$ cat src/rtl/data_mem_arbiter.sv
// rtl/data_mem_arbiter.sv - data memory port owner: INIT fill sequencer plus two-requester round-robin arbiter
//
// Purpose:
//   Owns the single data memory port. After reset an INIT sequencer writes
//   word i with value i for every word, then two requesters (r0 = datapath
//   load/store, r1 = debug/loader) share the port with round-robin arbitration.
//   Each grant is a one-cycle access; read data returns the following cycle.
//
// Ports:
//   i_clk, i_reset              clock, synchronous active-high reset
//   o_init_done                 high once the INIT fill has completed
//   i_rX_req/we/addr/wdata      requester X access (held until o_rX_gnt)
//   o_rX_gnt                    combinational grant, access happens this cycle
//   o_rX_rvalid/o_rX_rdata      registered read return, cycle after a read grant
//   o_rX_err                    registered pulse, cycle after an out-of-range grant
//   o_mem_*                     memory command outputs
//   i_mem_read_data             memory read data, valid in the o_mem_read cycle

module data_mem_arbiter #(
    parameter int DEPTH   = 32,
    parameter int DATA_W  = 32,
    parameter int ADDR_W  = 32,
    parameter bit INIT_EN = 1'b1
) (
    input  logic              i_clk,
    input  logic              i_reset,
    output logic              o_init_done,

    input  logic              i_r0_req,
    input  logic              i_r0_we,
    input  logic [ADDR_W-1:0] i_r0_addr,
    input  logic [DATA_W-1:0] i_r0_wdata,
    output logic              o_r0_gnt,
    output logic              o_r0_rvalid,
    output logic [DATA_W-1:0] o_r0_rdata,
    output logic              o_r0_err,

    input  logic              i_r1_req,
    input  logic              i_r1_we,
    input  logic [ADDR_W-1:0] i_r1_addr,
    input  logic [DATA_W-1:0] i_r1_wdata,
    output logic              o_r1_gnt,
    output logic              o_r1_rvalid,
    output logic [DATA_W-1:0] o_r1_rdata,
    output logic              o_r1_err,

    output logic              o_mem_write,
    output logic              o_mem_read,
    output logic [ADDR_W-1:0] o_mem_address,
    output logic [DATA_W-1:0] o_mem_write_data,
    input  logic [DATA_W-1:0] i_mem_read_data
);

    localparam int CNT_W = $clog2(DEPTH) + 1;

    typedef enum logic {
        ST_INIT = 1'b0,
        ST_ARB  = 1'b1
    } state_t;

    state_t             r_state;
    logic [CNT_W-1:0]   r_cnt;
    logic               r_rr;        // 0: r0 wins a tie, 1: r1 wins a tie
    logic               r_init_done;
    logic               r_r0_rvalid;
    logic [DATA_W-1:0]  r_r0_rdata;
    logic               r_r0_err;
    logic               r_r1_rvalid;
    logic [DATA_W-1:0]  r_r1_rdata;
    logic               r_r1_err;

    logic               w_in_init;
    logic               w_in_arb;
    logic               w_r0_gnt;
    logic               w_r1_gnt;
    logic               w_gnt;
    logic               w_sel_we;
    logic [ADDR_W-1:0]  w_sel_addr;
    logic [DATA_W-1:0]  w_sel_wdata;
    logic               w_oor;

    // Port is quiet while reset is asserted so nothing reaches memory then.
    always_comb begin
        w_in_init   = (r_state == ST_INIT) && !i_reset;
        w_in_arb    = (r_state == ST_ARB) && !i_reset;
        w_r0_gnt    = w_in_arb && i_r0_req && (!i_r1_req || !r_rr);
        w_r1_gnt    = w_in_arb && i_r1_req && (!i_r0_req || r_rr);
        w_gnt       = w_r0_gnt || w_r1_gnt;
        w_sel_we    = w_r1_gnt ? i_r1_we    : i_r0_we;
        w_sel_addr  = w_r1_gnt ? i_r1_addr  : i_r0_addr;
        w_sel_wdata = w_r1_gnt ? i_r1_wdata : i_r0_wdata;
        // Full-width compare: high address bits must not alias into range.
        w_oor       = w_sel_addr >= ADDR_W'(DEPTH);
    end

    always_comb begin
        o_mem_write      = 1'b0;
        o_mem_read       = 1'b0;
        o_mem_address    = '0;
        o_mem_write_data = '0;
        if (w_in_init) begin
            o_mem_write      = 1'b1;
            o_mem_address    = ADDR_W'(r_cnt);
            o_mem_write_data = DATA_W'(r_cnt);
        end else if (w_gnt) begin
            o_mem_address = w_sel_addr;
            if (!w_oor) begin
                o_mem_write = w_sel_we;
                o_mem_read  = !w_sel_we;
            end
            if (w_sel_we) begin
                o_mem_write_data = w_sel_wdata;
            end
        end
    end

    always_ff @(posedge i_clk) begin
        if (i_reset) begin
            r_state     <= INIT_EN ? ST_INIT : ST_ARB;
            r_cnt       <= '0;
            r_rr        <= 1'b0;
            r_init_done <= !INIT_EN;
            r_r0_rvalid <= 1'b0;
            r_r0_rdata  <= '0;
            r_r0_err    <= 1'b0;
            r_r1_rvalid <= 1'b0;
            r_r1_rdata  <= '0;
            r_r1_err    <= 1'b0;
        end else begin
            case (r_state)
                ST_INIT: begin
                    r_cnt <= r_cnt + 1'b1;
                    if (r_cnt == CNT_W'(DEPTH - 1)) begin
                        r_state     <= ST_ARB;
                        r_init_done <= 1'b1;
                    end
                end
                ST_ARB: begin
                    if (w_gnt) begin
                        r_rr <= w_r0_gnt;
                    end
                end
                default: r_state <= ST_ARB;
            endcase

            // An out-of-range read still returns a valid beat, with zero data.
            r_r0_rvalid <= w_r0_gnt && !w_sel_we;
            r_r0_rdata  <= (w_r0_gnt && !w_sel_we && !w_oor) ? i_mem_read_data : '0;
            r_r0_err    <= w_r0_gnt && w_oor;
            r_r1_rvalid <= w_r1_gnt && !w_sel_we;
            r_r1_rdata  <= (w_r1_gnt && !w_sel_we && !w_oor) ? i_mem_read_data : '0;
            r_r1_err    <= w_r1_gnt && w_oor;
        end
    end

    assign o_init_done = r_init_done;
    assign o_r0_gnt    = w_r0_gnt;
    assign o_r1_gnt    = w_r1_gnt;
    assign o_r0_rvalid = r_r0_rvalid;
    assign o_r0_rdata  = r_r0_rdata;
    assign o_r0_err    = r_r0_err;
    assign o_r1_rvalid = r_r1_rvalid;
    assign o_r1_rdata  = r_r1_rdata;
    assign o_r1_err    = r_r1_err;

endmodule

$ cat config.mk
export PLATFORM = sky130hd
export DESIGN_NAME = data_mem_arbiter
export DESIGN_NICKNAME = d
export VERILOG_FILES = /design/src/rtl/data_mem_arbiter.sv
export SDC_FILE = /design/constraint.sdc
export NUM_CORES = 1
export LEC_CHECK = 0
export ABC_AREA = 1
export ABC_CLOCK_PERIOD_IN_PS = 2100
export BUFFER_PORTS_ARGS = -buffer_cell sky130_fd_sc_hd__buf_2
export CAP_MARGIN = 20
export CELL_PAD_IN_SITES_DETAIL_PLACEMENT = 0
export CELL_PAD_IN_SITES_GLOBAL_PLACEMENT = 1
export CORE_MARGIN = 5
export CORE_UTILIZATION = 25
export CTS_BUF_LIST = sky130_fd_sc_hd__clkbuf_2 sky130_fd_sc_hd__clkbuf_4 sky130_fd_sc_hd__clkbuf_8
export CTS_CLUSTER_DIAMETER = 150
export DETAILED_ROUTE_END_ITERATION = 8
export PLACE_DENSITY_LB_ADDON = 0.1
export SETUP_SLACK_MARGIN = 0.2
export SLEW_MARGIN = 30
export SYNTH_ARGS = -nofsm -noshare
export SYNTH_HDL_FRONTEND = slang
export SYNTH_SLANG_ARGS = --single-unit
$ cat constraint.sdc
create_clock -name i_clk -period 2.1 [get_ports i_clk]
set_clock_uncertainty 0.15 [all_clocks]
set_input_delay 0 -clock i_clk [delete_from_list [all_inputs] [get_ports i_clk]]
set_output_delay 0 -clock i_clk [all_outputs]
set_load 0.01 [all_outputs]
==> out/results.md <==
| Item | This run | Unit |
| --- | --- | --- |
| Post-route clock period utilization | 112 | % |
| Sum of overflow across all layers after global routing | 0 | - |
| Synthesized instance count | 556 | - |
| Cell at the root of the clock tree | clkbuf_8 | - |
| Status | finished, violations left | - |
| Routability Congestion | 0.789 | - |
| Worst reg2reg setup slack | -0.04 | ns |
| Die Height | 132 | um |
| Routed vias/inst | 4.24 | - |
| Insertion delay to the later sink of the worst-skew pair | 0.34 | ns |
| Leakage power of the design | 3.96 | nW |
| Placeable Area | 14500 | sq um |
| Vias | 4753 | - |
| Required time at the endpoint of the critical path | 1.95 | ns |
| Post-synth EDFFs | 0 | - |
| Fraction of layout cells with a size suffix above 1 | 45.5 | % |
| All-layer global routing usage | 17.2 | % |
| Cell taking the most area after synthesis | dfxtp_1 | - |
| Sequential element share of the synthesized area | 41.7 | % |
| Layer carrying the most global-route usage | met2 | - |
| Hold/Removal Path Class | in2reg | - |
| Worst setup startpoint | r_state | - |
| Worst reg-to-reg path cell count | 12 | - |
| Via count of the first global-routing pass | 4888 | - |
| Clock transition at the registers of the reported paths | 0.08 | ns |
| Global-route wire length before repair | 24.8 | mm |
| Number of antenna violations at the first check in global routing | 2 | - |
| Die boundary width | 132 | um |
| Hold violation count in the final report | 0 | - |
| Clock Path Buffers | 2 | - |
| Number of buffers created by CTS | 9 | - |
| Worst R2R End | o_r0_rdata[8] | - |
| Aggregate negative setup slack | -5.55 | ns |
| Growth of design area from synthesis to finish | 83.9 | % |
| Slew headroom | 64.0 | % |
| Number of max-slew violations in the final report | 0 | - |
| Top achievable clock speed | 425 | MHz |
| Starting DRC count in detailed routing | 121 | - |
| Starting density of the core | 25.4 | % |
| Worst setup SP type | flop | - |
| CTS sink count | 77 | - |
| Max H-tree Level | 3 | - |
| Worst-case setup slack after placement | 0.0224 | ns |
| Capturing element type of the critical path | output pin | - |
| Detailed-route wire length per cell | 14.4 | um |
| DIE AREA | 17300 | sq um |
| Avg Cell Area, Syn | 6.65 | sq um |
| Post-route DRC | 0 | - |
| Post-synthesis instance area | 3700 | sq um |
| Crit Path Class | reg2out | - |
| Violated checks | setup timing | - |
| Async set-reset flop share out of synthesis | 0 | % |
| Max-cap check violation count | 0 | - |
| Detailed-route wire length | 16.1 | mm |
| Post-route worst setup slack | -0.252 | ns |
| Count of state elements after synthesis | 77 | - |
| Largest net degree at the start of global routing | 38 | - |
| Reg2reg start | r_state | - |
| Global routing usage on met1 | 18.4 | % |
| Final critical path time including I/O delays and setup | 2.35 | ns |
| Synthesis Warnings | 0 | - |
| Count of different cell masters after synthesis | 28 | - |
| Peak supply drop | 0.000369 | V |
| Unrepaired setup endpoints after global routing | yes | - |
| Dominant synthesized flop cell | dfxtp_1 | - |
| Ports | 303 | - |
| Final layout net count | 1098 | - |
| Number of detailed-route iterations in the first pass | 4 | - |
| Proportion of netlist area held by the largest area contributor | 41.7 | % |
| Filler-free cell count of the finished design | 1121 | - |
| HPWL after DPL | 12.2 | mm |
| Top post-synthesis cells by area | dfxtp_1 (42%), nand2_1 (15%), nor2_1 (11%) | - |
| Post-placement cell area | 5560 | sq um |
| Number of nets in the synthesized netlist | 723 | - |
| Setup violators final | 89 | - |
| Arrival time worst endpoint | 2.20 | ns |
| Count of placed standard cells including taps | 1047 | - |
| Layout Cell Area excl Fill | 6800 | sq um |
| Worst Max-Slew Pin Slew | 0.539 | ns |
| End point of the critical path | o_mem_write_data[0] | - |
| # rows | 44 | - |
| Crit path max fanout | 6 | - |
| GR met3 Demand/Resource | 6.00 | % |
| Power density normalized to cell area | 496 | nW/um^2 |
| Met2 layer usage reported by global route | 32.1 | % |
| CTS tree | built | - |
| Buffers added on ports | 302 | - |
| Antenna violation net count after detailed routing | 0 | - |
per-stage QoR:
| stage | power [mW] | util (%) | hold slack, ns |
|---|---|---|---|
| floorplan | 1.63 | - | -0.0809 |
| CTS | 3.39 | 43.5 | 0.0282 |
| global placement | 1.84 | 38.2 | 0.0778 |
| global route | 3.53 | 46.8 | 0.0773 |
| detailed placement | 1.84 | 38.2 | 0.0864 |
| finish | 3.37 | 46.8 | 0.0791 |
state kept, by name, summed over array words and instances (netlist names):
name,count
r_rr,1
o_r1_rdata,32
o_r1_err,1
o_init_done,1
o_r0_rdata,32
r_state,1
o_r1_rvalid,1
o_r0_err,1
o_r0_rvalid,1
r_cnt,6
per-layer routing:
layer	vias up	share of wire, %
met5	-	0.043
met4	2	1.8
met3	20	8.5
met2	213	52
met1	2079	37
li1	2439	-
synth_stat cells, types with 5 or more instances:
cell / count
nand2_1: 146
buf_6: 8
o21ai_0: 7
dfxtp_1: 77
inv_1: 90
o32ai_1: 6
nand3_1: 5
buf_2: 10
a21oi_1: 32
nand4_1: 21
nor2_1: 111
clkbuf_1: 9
critical path: stages (launching register included):
cell and delay [ns]:
dfxtp_2 0.34, inv_2 0.05, nor2_4 0.15, nand3_4 0.18
buf_4 0.19, clkinv_4 0.04, nor2_2 0.04, nor2_4 0.16
nand2_4 0.12, buf_12 0.16, o32ai_1 0.23, buf_2 0.19
layout make-up:
cell class	count	area, sq um
fill	1503	7730
tap	184	230
clock inverter	7	145
antenna	1	2.50
clock buffer	9	124
multi-input combinational	357	1810
sequential	77	1540
timing repair buffer	393	2580
inverter	93	362
placed cells by master (no fill, tap or decap), types with 2 or more instances in the layout:
cell type / count
a21oi_1: 31
buf_12: 8
buf_2: 293
buf_4: 34
buf_6: 16
bufinv_16: 4
clkbuf_16: 5
clkbuf_8: 9
dfxtp_1: 76
dlygate4sd3_1: 35
inv_1: 89
inv_2: 2
inv_8: 2
nand2_1: 142
nand2_2: 2
nand3_1: 4
nand3_4: 3
nand4_1: 21
nor2_1: 89
nor2_2: 18
nor2_4: 12
nor3_1: 4
o21ai_0: 7
o21ai_1: 2
o21ai_2: 2
o21ai_4: 2
o32ai_1: 4
where the power goes:
| part | leakage [nW] | switching (mW) | internal [mW] |
|---|---|---|---|
| clock | 0.136 | 0.572 | 0.920 |
| sequential | 0.621 | 0.00479 | 1.46 |
| combinational | 3.21 | 0.186 | 0.223 |
cell families (layout without fill, tap and decap cells):
family,Yosys count,in the layout,synth area share [%]
simple gates,302,302,34.9
buf+inv,122,502,14.5
flops,77,77,41.7
compound gates,54,54,8.52
fa+ha+maj,1,1,0.338
other cells,0,1,0
timing repair:
item                                    in CTS  in global routing
cloned                                       1                  5
endpoints found under the setup margin     133                133
endpoints found under the hold margin       72                  0
buffers inserted                             8                  8
hold buffers                                35                  0
gates resized for setup                     11                 71
pin swaps                                    3                  6
how the worst min path moves through the flow:
stage,depth (start not counted),from,endpoint,slack (ns)
6_report,5,i_r0_we,o_r0_rvalid,0.08
2_1_floorplan,1,i_reset,r_state,-0.08
4_1_cts,5,i_r0_we,o_r0_rvalid,0.03
3_5_place_dp,3,i_mem_read_data[17],o_r1_rdata[17],0.09
5_1_grt,5,i_r0_we,o_r0_rvalid,0.08
3_3_place_gp,3,i_mem_read_data[20],o_r1_rdata[20],0.08
Note: power is estimated with default switching activity, not from simulation.
